[config.mk]
export PLATFORM = sky130hd
export DESIGN_NAME = vsfx_vsubs_pipe_flat
export DESIGN_NICKNAME = d
export VERILOG_FILES = /design/src/rtl/vsfx_vsubs_pipe_pkg.sv /design/src/rtl/vsfx_vsubs_pipe_if.sv /design/src/rtl/vsfx_vsubs_pipe_sat_lane.sv /design/src/rtl/vsfx_vsubs_pipe.sv /design/src/flat_wrapper.sv
export SDC_FILE = /design/constraint.sdc
export NUM_CORES = 2
export LEC_CHECK = 0
export CORE_UTILIZATION = 57
export DETAILED_ROUTE_END_ITERATION = 7
export PLACE_DENSITY = 0.82
export SLEW_MARGIN = 10
export SYNTH_ARGS = -nofsm -noshare
export SYNTH_HDL_FRONTEND = slang
export SYNTH_HIERARCHICAL = 1
export SYNTH_SLANG_ARGS = --single-unit
[constraint.sdc]
create_clock -name clk -period 5.1 [get_ports clk]
set_clock_uncertainty 0.2 [all_clocks]
set_input_delay 1.02 -clock clk [delete_from_list [all_inputs] [get_ports clk]]
set_output_delay 1.02 -clock clk [all_outputs]
set_load 0.01 [all_outputs]
[src/rtl/vsfx_vsubs_pipe_pkg.sv]
// Shared definitions for the VSFX saturating vector subtract pipeline:
// element-size encodings, the signed-select bit, default widths and clamp limits.
package vsfx_pkg;

  localparam int VLEN_DEF = 128;
  localparam int OPW_DEF  = 3;

  // op[1:0] element size; 2'b11 is reserved and runs as word.
  localparam logic [1:0] SZ_B   = 2'b00;
  localparam logic [1:0] SZ_H   = 2'b01;
  localparam logic [1:0] SZ_W   = 2'b10;
  localparam logic [1:0] SZ_RSV = 2'b11;

  localparam int SGN_BIT = 2;

  localparam logic [7:0]  S8_MAX  = 8'h7F;
  localparam logic [7:0]  S8_MIN  = 8'h80;
  localparam logic [15:0] S16_MAX = 16'h7FFF;
  localparam logic [15:0] S16_MIN = 16'h8000;
  localparam logic [31:0] S32_MAX = 32'h7FFF_FFFF;
  localparam logic [31:0] S32_MIN = 32'h8000_0000;

endpackage

[src/rtl/vsfx_vsubs_pipe_if.sv]
// Issue-side request and writeback-side result bundle of the VSFX subtract unit.
// Valid/ready: a beat moves on a rising edge where valid && ready; the sender
// holds its payload stable while valid=1 and ready=0.
interface vsfx_vsubs_pipe_if
  import vsfx_pkg::*;
#(
  parameter int VLEN = VLEN_DEF,
  parameter int OPW  = OPW_DEF
);
  logic            in_valid;
  logic            in_ready;
  logic [OPW-1:0]  op;
  logic [VLEN-1:0] vra;
  logic [VLEN-1:0] vrb;
  logic            out_valid;
  logic            out_ready;
  logic [VLEN-1:0] vrt;
  logic            sat;

  modport master (
    output in_valid, op, vra, vrb, out_ready,
    input  in_ready, out_valid, vrt, sat
  );

  modport slave (
    input  in_valid, op, vra, vrb, out_ready,
    output in_ready, out_valid, vrt, sat
  );
endinterface

[src/rtl/vsfx_vsubs_pipe_sat_lane.sv]
// One 32-bit lane of saturating subtract a - b, as 4 bytes, 2 halves or 1 word.
// Produces the clamped result and one saturation flag per byte position.
module vsfx_sat_sub_lane
  import vsfx_pkg::*;
(
  input  logic [31:0] a,
  input  logic [31:0] b,
  input  logic [1:0]  size,
  input  logic        is_signed,
  output logic [31:0] res,
  output logic [3:0]  sat_b
);
  logic [8:0]  d8  [4];
  logic [16:0] d16 [2];
  logic [32:0] d32;
  logic [31:0] r8, r16, r32;
  logic [3:0]  s8;
  logic [1:0]  s16;
  logic        s32;

  // Raw differences carry one extra bit; its MSB is the unsigned borrow.
  always_comb begin
    for (int k = 0; k < 4; k++) d8[k]  = {1'b0, a[8*k +: 8]}   - {1'b0, b[8*k +: 8]};
    for (int k = 0; k < 2; k++) d16[k] = {1'b0, a[16*k +: 16]} - {1'b0, b[16*k +: 16]};
    d32 = {1'b0, a} - {1'b0, b};
  end

  always_comb begin
    r8  = '0;
    s8  = '0;
    r16 = '0;
    s16 = '0;
    r32 = d32[31:0];
    s32 = 1'b0;
    for (int k = 0; k < 4; k++) begin
      r8[8*k +: 8] = d8[k][7:0];
      if (is_signed) begin
        if ((a[8*k+7] != b[8*k+7]) && (d8[k][7] != a[8*k+7])) begin
          s8[k]        = 1'b1;
          r8[8*k +: 8] = a[8*k+7] ? S8_MIN : S8_MAX;
        end
      end else if (d8[k][8]) begin
        s8[k]        = 1'b1;
        r8[8*k +: 8] = '0;
      end
    end
    for (int k = 0; k < 2; k++) begin
      r16[16*k +: 16] = d16[k][15:0];
      if (is_signed) begin
        if ((a[16*k+15] != b[16*k+15]) && (d16[k][15] != a[16*k+15])) begin
          s16[k]          = 1'b1;
          r16[16*k +: 16] = a[16*k+15] ? S16_MIN : S16_MAX;
        end
      end else if (d16[k][16]) begin
        s16[k]          = 1'b1;
        r16[16*k +: 16] = '0;
      end
    end
    if (is_signed) begin
      if ((a[31] != b[31]) && (d32[31] != a[31])) begin
        s32 = 1'b1;
        r32 = a[31] ? S32_MIN : S32_MAX;
      end
    end else if (d32[32]) begin
      s32 = 1'b1;
      r32 = '0;
    end
  end

  always_comb begin
    res   = r32;
    sat_b = {4{s32}};
    case (size)
      SZ_B: begin
        res   = r8;
        sat_b = s8;
      end
      SZ_H: begin
        res   = r16;
        sat_b = {{2{s16[1]}}, {2{s16[0]}}};
      end
      SZ_W, SZ_RSV: begin
        res   = r32;
        sat_b = {4{s32}};
      end
    endcase
  end
endmodule

[src/rtl/vsfx_vsubs_pipe.sv]
// Two-stage AltiVec saturating vector subtract (vsubs[bhw]s / vsubu[bhw]s).
// Optional sticky VSCR[SAT] copy enabled by macro VSFX_VSUBS_STICKY_SAT_EN.
module vsfx_vsubs_pipe
  import vsfx_pkg::*;
#(
  parameter int VLEN = VLEN_DEF,  // multiple of 32
  parameter int OPW  = OPW_DEF
)
(
  input  logic             clk,
  input  logic             rst,
  vsfx_vsubs_pipe_if.slave bus,
  input  logic             sat_clr,
  output logic             vscr_sat
);
  localparam int NLANE = VLEN / 32;

  logic            s1_valid;
  logic [OPW-1:0]  s1_op;
  logic [VLEN-1:0] s1_vra;
  logic [VLEN-1:0] s1_vrb;
  logic            s2_valid;
  logic [VLEN-1:0] s2_vrt;
  logic            s2_sat;
  logic            s2_can_load;
  logic [VLEN-1:0]    lane_res;
  logic [4*NLANE-1:0] lane_sat;
  logic               s1_sat;

  assign s2_can_load   = !s2_valid || bus.out_ready;
  assign bus.in_ready  = !s1_valid || s2_can_load;
  assign bus.out_valid = s2_valid;
  assign bus.vrt       = s2_vrt;
  assign bus.sat       = s2_sat;

  always_ff @(posedge clk) begin
    if (rst) begin
      s1_valid <= 1'b0;
      s1_op    <= '0;
      s1_vra   <= '0;
      s1_vrb   <= '0;
    end else if (bus.in_ready) begin
      s1_valid <= bus.in_valid;
      if (bus.in_valid) begin
        s1_op  <= bus.op;
        s1_vra <= bus.vra;
        s1_vrb <= bus.vrb;
      end
    end
  end

  for (genvar g = 0; g < NLANE; g++) begin : g_lane
    vsfx_sat_sub_lane u_lane (
      .a         (s1_vra[32*g +: 32]),
      .b         (s1_vrb[32*g +: 32]),
      .size      (s1_op[1:0]),
      .is_signed (s1_op[SGN_BIT]),
      .res       (lane_res[32*g +: 32]),
      .sat_b     (lane_sat[4*g +: 4])
    );
  end

  // The reserved size encoding still computes a word result but never flags.
  assign s1_sat = (s1_op[1:0] == SZ_RSV) ? 1'b0 : |lane_sat;

  always_ff @(posedge clk) begin
    if (rst) begin
      s2_valid <= 1'b0;
      s2_vrt   <= '0;
      s2_sat   <= 1'b0;
    end else if (s2_can_load) begin
      s2_valid <= s1_valid;
      if (s1_valid) begin
        s2_vrt <= lane_res;
        s2_sat <= s1_sat;
      end
    end
  end

`ifdef VSFX_VSUBS_STICKY_SAT_EN
  // A saturating result leaving the unit outranks a same-cycle software clear.
  always_ff @(posedge clk) begin
    if (rst) begin
      vscr_sat <= 1'b0;
    end else if (s2_valid && bus.out_ready && s2_sat) begin
      vscr_sat <= 1'b1;
    end else if (sat_clr) begin
      vscr_sat <= 1'b0;
    end
  end
`else
  logic unused_sat_clr;
  assign unused_sat_clr = sat_clr;
  assign vscr_sat       = 1'b0;
`endif
endmodule

[src/flat_wrapper.sv]
// flat-port wrapper written by rule: the top's interface ports become plain ports
module vsfx_vsubs_pipe_flat import vsfx_pkg::*;
#(
  parameter int VLEN = VLEN_DEF,                   
  parameter int OPW  = OPW_DEF
)
  (clk, rst, sat_clr, vscr_sat, bus_in_valid, bus_op, bus_vra, bus_vrb, bus_out_ready, bus_in_ready, bus_out_valid, bus_vrt, bus_sat);
  vsfx_vsubs_pipe_if #(.VLEN(VLEN), .OPW(OPW)) bus_i ();
  input  logic clk;
  input  logic rst;
  input  logic sat_clr;
  output logic vscr_sat;
  input wire logic [$bits(bus_i.in_valid)-1:0] bus_in_valid;
  input wire logic [$bits(bus_i.op)-1:0] bus_op;
  input wire logic [$bits(bus_i.vra)-1:0] bus_vra;
  input wire logic [$bits(bus_i.vrb)-1:0] bus_vrb;
  input wire logic [$bits(bus_i.out_ready)-1:0] bus_out_ready;
  output wire logic [$bits(bus_i.in_ready)-1:0] bus_in_ready;
  output wire logic [$bits(bus_i.out_valid)-1:0] bus_out_valid;
  output wire logic [$bits(bus_i.vrt)-1:0] bus_vrt;
  output wire logic [$bits(bus_i.sat)-1:0] bus_sat;
  assign bus_i.in_valid = bus_in_valid;
  assign bus_i.op = bus_op;
  assign bus_i.vra = bus_vra;
  assign bus_i.vrb = bus_vrb;
  assign bus_i.out_ready = bus_out_ready;
  assign bus_in_ready = bus_i.in_ready;
  assign bus_out_valid = bus_i.out_valid;
  assign bus_vrt = bus_i.vrt;
  assign bus_sat = bus_i.sat;
  vsfx_vsubs_pipe #(.VLEN(VLEN), .OPW(OPW)) u_core (.clk(clk), .rst(rst), .bus(bus_i), .sat_clr(sat_clr), .vscr_sat(vscr_sat));
endmodule
==> results.txt <==
* Max Fanout on Critical Path: 11
- Relative contribution of combinational cells to total power: between 30 and 40%
- Setup violations remaining at the end of the flow were counted as 0.
* Critical Path RT: 5.41 ns
- GR Util All Layers: between 30% and 40%
- Hold slack: roughly 0.27 ns
- Entering global routing, the biggest net connects 260 pins.
* Number of synthesized flops with an enable pin: 0
- The H-tree was split into 2 levels.
- Worst setup SP type: flip-flop
* FF-to-FF setup slack: 0.26 ns
- Vertical die dimension: about 230 µm
- For this design the total switching power over the nets is 4.04 mW.
- The setup path with the least slack is of type flip-flop to flip-flop.
- Once placement finished, the instance area stood at 34,800 µm².
* I/O Pins: slightly below 400
- The share of total power dissipated in the clock network is between 20% and 30%.
* Highest cell delay on the worst timing path: 0.56 ns
- In this run switching power makes up ~37% of total power.
* Number of distinct library cells after synthesis: 100
- VDD sags by at most ~0.24 mV.
- Cell breakdown of the critical path: inv_1 -> ha_1 -> nand4_1 -> or3_1 -> or4_1 -> a21oi_1 -> buf_4 -> nor3_1 -> o21a_1 -> fa_1 -> xor2_2 -> nor2_1 -> a21oi_1 -> buf_4 -> nand3_4 -> a311o_1 -> o21ai_1 -> buf_4 -> nand3_1 -> a21oi_1
* PnR Total Power: between 10 and 15 mW
- The number of buffers and inverters on the critical path is 4.
- Worst-case hold path end point: u_core/bus.vrt[30]
- Sequential cell area in the final layout: between 7000 and 8000 µm²
- Average via count per standard cell: around 6.4
* Summed instance area of the synthesized netlist: slightly above 30,000 µm²
* Result of the run: complete, no violations
- Global-route congestion overflow total: 0
* Proportion of synthesized chip area in sequential cells: between 20 and 30%
- In the routed design, unresolved DRC markers number 0.
- Maximum clock rate: ~210 MHz
- RSZ-0062 raised after global routing: no
- The first TritonRoute pass finished after 6 iterations.
- Hold path startpoint: u_core/bus.vrt[30]
- Yosys warns: 6
- Compared with the post-synthesis result, the final layout area differs by 17.9%.
- The cell family contributing the most delay on the critical path is simple AND/OR/NAND/NOR gates.
- Measured against its own limit, the worst slew margin works out to 20.8%.
- In this run the remaining antenna-violating nets after routing total 0.
- Synth Flop Type: sky130_fd_sc_hd__dfxtp_1
- At the worst endpoint, the arrival time is between 5 and 6 ns.
* Placed Instances: just over 5,000
* Clock network latency to the later pin of the worst-skew pair: around 0.60 ns
- Slowest cell on the critical path: sky130_fd_sc_hd__fa_1
- The HPWL after detailed placement is ~74 mm.
- After detailed routing, the total wire length is 104 mm.
* Number of standard cells in the final layout excluding fillers: 5,224
- In the final layout, the share of cells above drive strength 1 is under 10%.
* Root Buffer Master: sky130_fd_sc_hd__clkbuf_16
- TritonCTS created 43 clock buffers.
* Post-Place Setup Slack: 0.169 ns
- The via count of the first global-routing pass was roughly 30,000.
- Final count of hold timing violations: 0
- Core Area: about 53,000 µm²
- The tree built by TritonCTS fans out to roughly 400 sinks.
* Standard-cell rows: between 80 and 90
- The detailed router placed between 30,000 and 40,000 vias in this run.
* DIE AREA: approximately 55,000 µm²
* Initial antenna violation count: 6
* Final total negative setup slack: 0 ns
- Setup slack closes at 0.264 ns.
- Routability-driven placement finished with a final weighted congestion of a little under 1.
- Leak: approximately 14 nW
- After technology mapping, the gate count stands at 4,337.
- TritonCTS built the clock tree.
* Area of all placed cells without fillers: 36,400 µm²
* Post-Synthesis Mean Instance Area: about 7 µm²
* Final core utilization: about two thirds
- Share of the cycle needed by the critical path after routing: between 90% and 100%
* Max_cap viols: 0
- Synthesized Nets: between 4,000 and 5,000
- Relative contribution of sequential cells to total power: a little under a third
- First-pass GRT wire length: around 160 mm
- Area taken by multi-input logic gates: just over 20,000 µm²
- After the first detailed-routing iteration, the DRC count stood at between 3,000 and 4,000.
- No sink is reached through more buffers than the 3 on the longest clock path.
- Number of cells traversed by the worst register-to-register path: 20
* CP startpoint: u_core/s1_vrb[115]
- Startpoint of the worst-slack reg-to-reg timing path: u_core/s1_vrb[115]
- Subtracting the final worst setup slack from the clock period gives between 4 and 5 ns.
- After synthesis, the share of flip-flops with an asynchronous set or reset is 0%.
- After clock tree synthesis, the flow added hold-fix buffers numbering 0.
- Cell internal power was estimated by the tool at approximately 7.0 mW.
* Final-layout fill cell count: ~4,700
- Buffers placed on the I/O ports in this run total 393.
- Synthesis inferred 390 register bits.
* Worst hold path type: flip-flop to flip-flop
- In the final design database the tool counted between 4,000 and 5,000 nets.
- Pwr dens: 303 nW/µm²
- Average wire length per cell after detail routing: between 15 and 20 µm
- Clock-pin slew on the worst setup and hold paths: ~0.06 ns
- The floorplan step set the die width to approximately 230 µm.
- Along the worst hold path, the cell count comes to 2.
* Commonest non-fill, non-tap cells in the layout: 669 x sky130_fd_sc_hd__a21oi_1, 569 x sky130_fd_sc_hd__o21ai_0, 444 x sky130_fd_sc_hd__nand3_1, 391 x sky130_fd_sc_hd__clkdlybuf4s50_1, 388 x sky130_fd_sc_hd__dfxtp_1
- Kind of end point of the critical path: flip-flop
* Crit Reg-Reg Endpoint: u_core/bus.vrt[126]
- Most common cell after layout, fill and taps aside: sky130_fd_sc_hd__a21oi_1
- The number of pins exceeding their max-slew limit in the final report is 0.
- For this configuration, the core starts out at a cell density of slightly below 60%.
- Slew at the pin closest to its max-slew limit: 1.19 ns
synthesized netlist by cell type, drive strengths merged, types with 23 or more instances:
| cell type | count | share of area, % |
|---|---|---|
| xor2 | 68 | 1.9 |
| nand4 | 32 | 0.65 |
| nor3 | 47 | 0.76 |
| mux2i | 23 | 0.75 |
| a31oi | 37 | 0.85 |
| buf | 116 | 2.3 |
| nor2 | 205 | 2.5 |
| a21o | 78 | 1.9 |
| fa | 44 | 2.9 |
| o21a | 64 | 1.6 |
| o211ai | 51 | 1.3 |
| or3 | 29 | 0.59 |
| or2 | 23 | 0.47 |
| nand2 | 219 | 2.7 |
| nand3 | 445 | 7.2 |
| dfxtp | 390 | 25 |
| o21ai | 697 | 11 |
| o221ai | 26 | 0.74 |
| and2 | 23 | 0.47 |
| nand2b | 26 | 0.53 |
| xnor2 | 97 | 2.8 |
| inv | 232 | 2.8 |
| a21oi | 676 | 11 |
| nor2b | 29 | 0.59 |
| ha | 140 | 5.7 |
| and3 | 25 | 0.51 |
| clkbuf | 249 | 3.1 |
worst reg2reg max path, stage by stage, from the launching register on:
cell and delay, ns:
sky130_fd_sc_hd__dfxtp_1 0.34, sky130_fd_sc_hd__inv_1 0.05, sky130_fd_sc_hd__ha_1 0.30, sky130_fd_sc_hd__nand4_1 0.14, sky130_fd_sc_hd__or3_1 0.45, sky130_fd_sc_hd__or4_1 0.49, sky130_fd_sc_hd__a21oi_1 0.15, sky130_fd_sc_hd__buf_4 0.15
sky130_fd_sc_hd__nor3_1 0.05, sky130_fd_sc_hd__o21a_1 0.22, sky130_fd_sc_hd__fa_1 0.56, sky130_fd_sc_hd__xor2_2 0.19, sky130_fd_sc_hd__nor2_1 0.08, sky130_fd_sc_hd__a21oi_1 0.19, sky130_fd_sc_hd__buf_4 0.15, sky130_fd_sc_hd__nand3_4 0.16
sky130_fd_sc_hd__a311o_1 0.33, sky130_fd_sc_hd__o21ai_1 0.17, sky130_fd_sc_hd__buf_4 0.15, sky130_fd_sc_hd__nand3_1 0.08, sky130_fd_sc_hd__a21oi_1 0.16
metal layers:
layer  track usage, %  vias up  wire length [µm]
met3             5.46      220              8690
li1                 -    15900                 -
met5                0        -                41
met1             49.7    15800             44600
met2             56.5     1573             46300
met4             14.2        8              3880
power by group through the flow:
stage / Sequential (mW) / Clock [mW] / Combinational (mW)
2_1_floorplan: 3.42 / 0 / 2.99
3_3_place_gp: 3.42 / 0 / 4.19
3_5_place_dp: 3.43 / 0 / 4.24
4_1_cts: 3.36 / 3.29 / 4.27
5_1_grt: 3.39 / 3.42 / 4.80
6_report: 3.36 / 3.26 / 4.41
timing repair:
action | CTS | global route
gates resized for setup | 0 | 22
endpoints found under the setup margin | 0 | 54
setup buffers | 0 | 2
sequential cells by signal, indices dropped and copies added, names as in the netlist:
signal / flops
u_core/bus.vrt: 128
u_core/bus.out_valid: 1
u_core/s1_op: 3
u_core/s1_vra: 128
u_core/s1_valid: 1
u_core/bus.sat: 1
u_core/s1_vrb: 128
cell families (layout without fill, tap and decap cells):
| logic type | count (synthesis) | count (layout) | share of synthesized area, % |
|---|---|---|---|
| XOR/XNOR | 165 | 165 | 4.69 |
| flip-flops | 390 | 390 | 25.3 |
| adder cells (fa/ha/maj) | 184 | 184 | 8.54 |
| buffers and inverters | 597 | 794 | 8.20 |
| AND/OR/NAND/NOR | 1151 | 1151 | 18.2 |
| AO/OA/AOI/OAI | 1826 | 1826 | 34.3 |
| other | 1 | 3 | 0.0122 |
| multiplexers | 23 | 23 | 0.747 |
cell type report:
type | instances | share of cell area [%]
tap | 688 | 2.37
inverter | 232 | 2.43
clock inverter | 18 | 0.644
clock buffer | 59 | 3.35
sequential | 390 | 21.5
antenna | 2 | 0.0138
multi-input combinational | 3350 | 56.7
timing repair buffer | 485 | 13.0
worst max path at each step:
stage          cells after the start             endpoint
3_5_place_dp                      18       u_core/bus.sat
3_3_place_gp                      18       u_core/bus.sat
2_1_floorplan                     19       u_core/bus.sat
4_1_cts                           20  u_core/bus.vrt[126]
5_1_grt                           19  u_core/bus.vrt[121]
6_report                          20  u_core/bus.vrt[126]
Note: power is estimated with default switching activity, not from simulation.
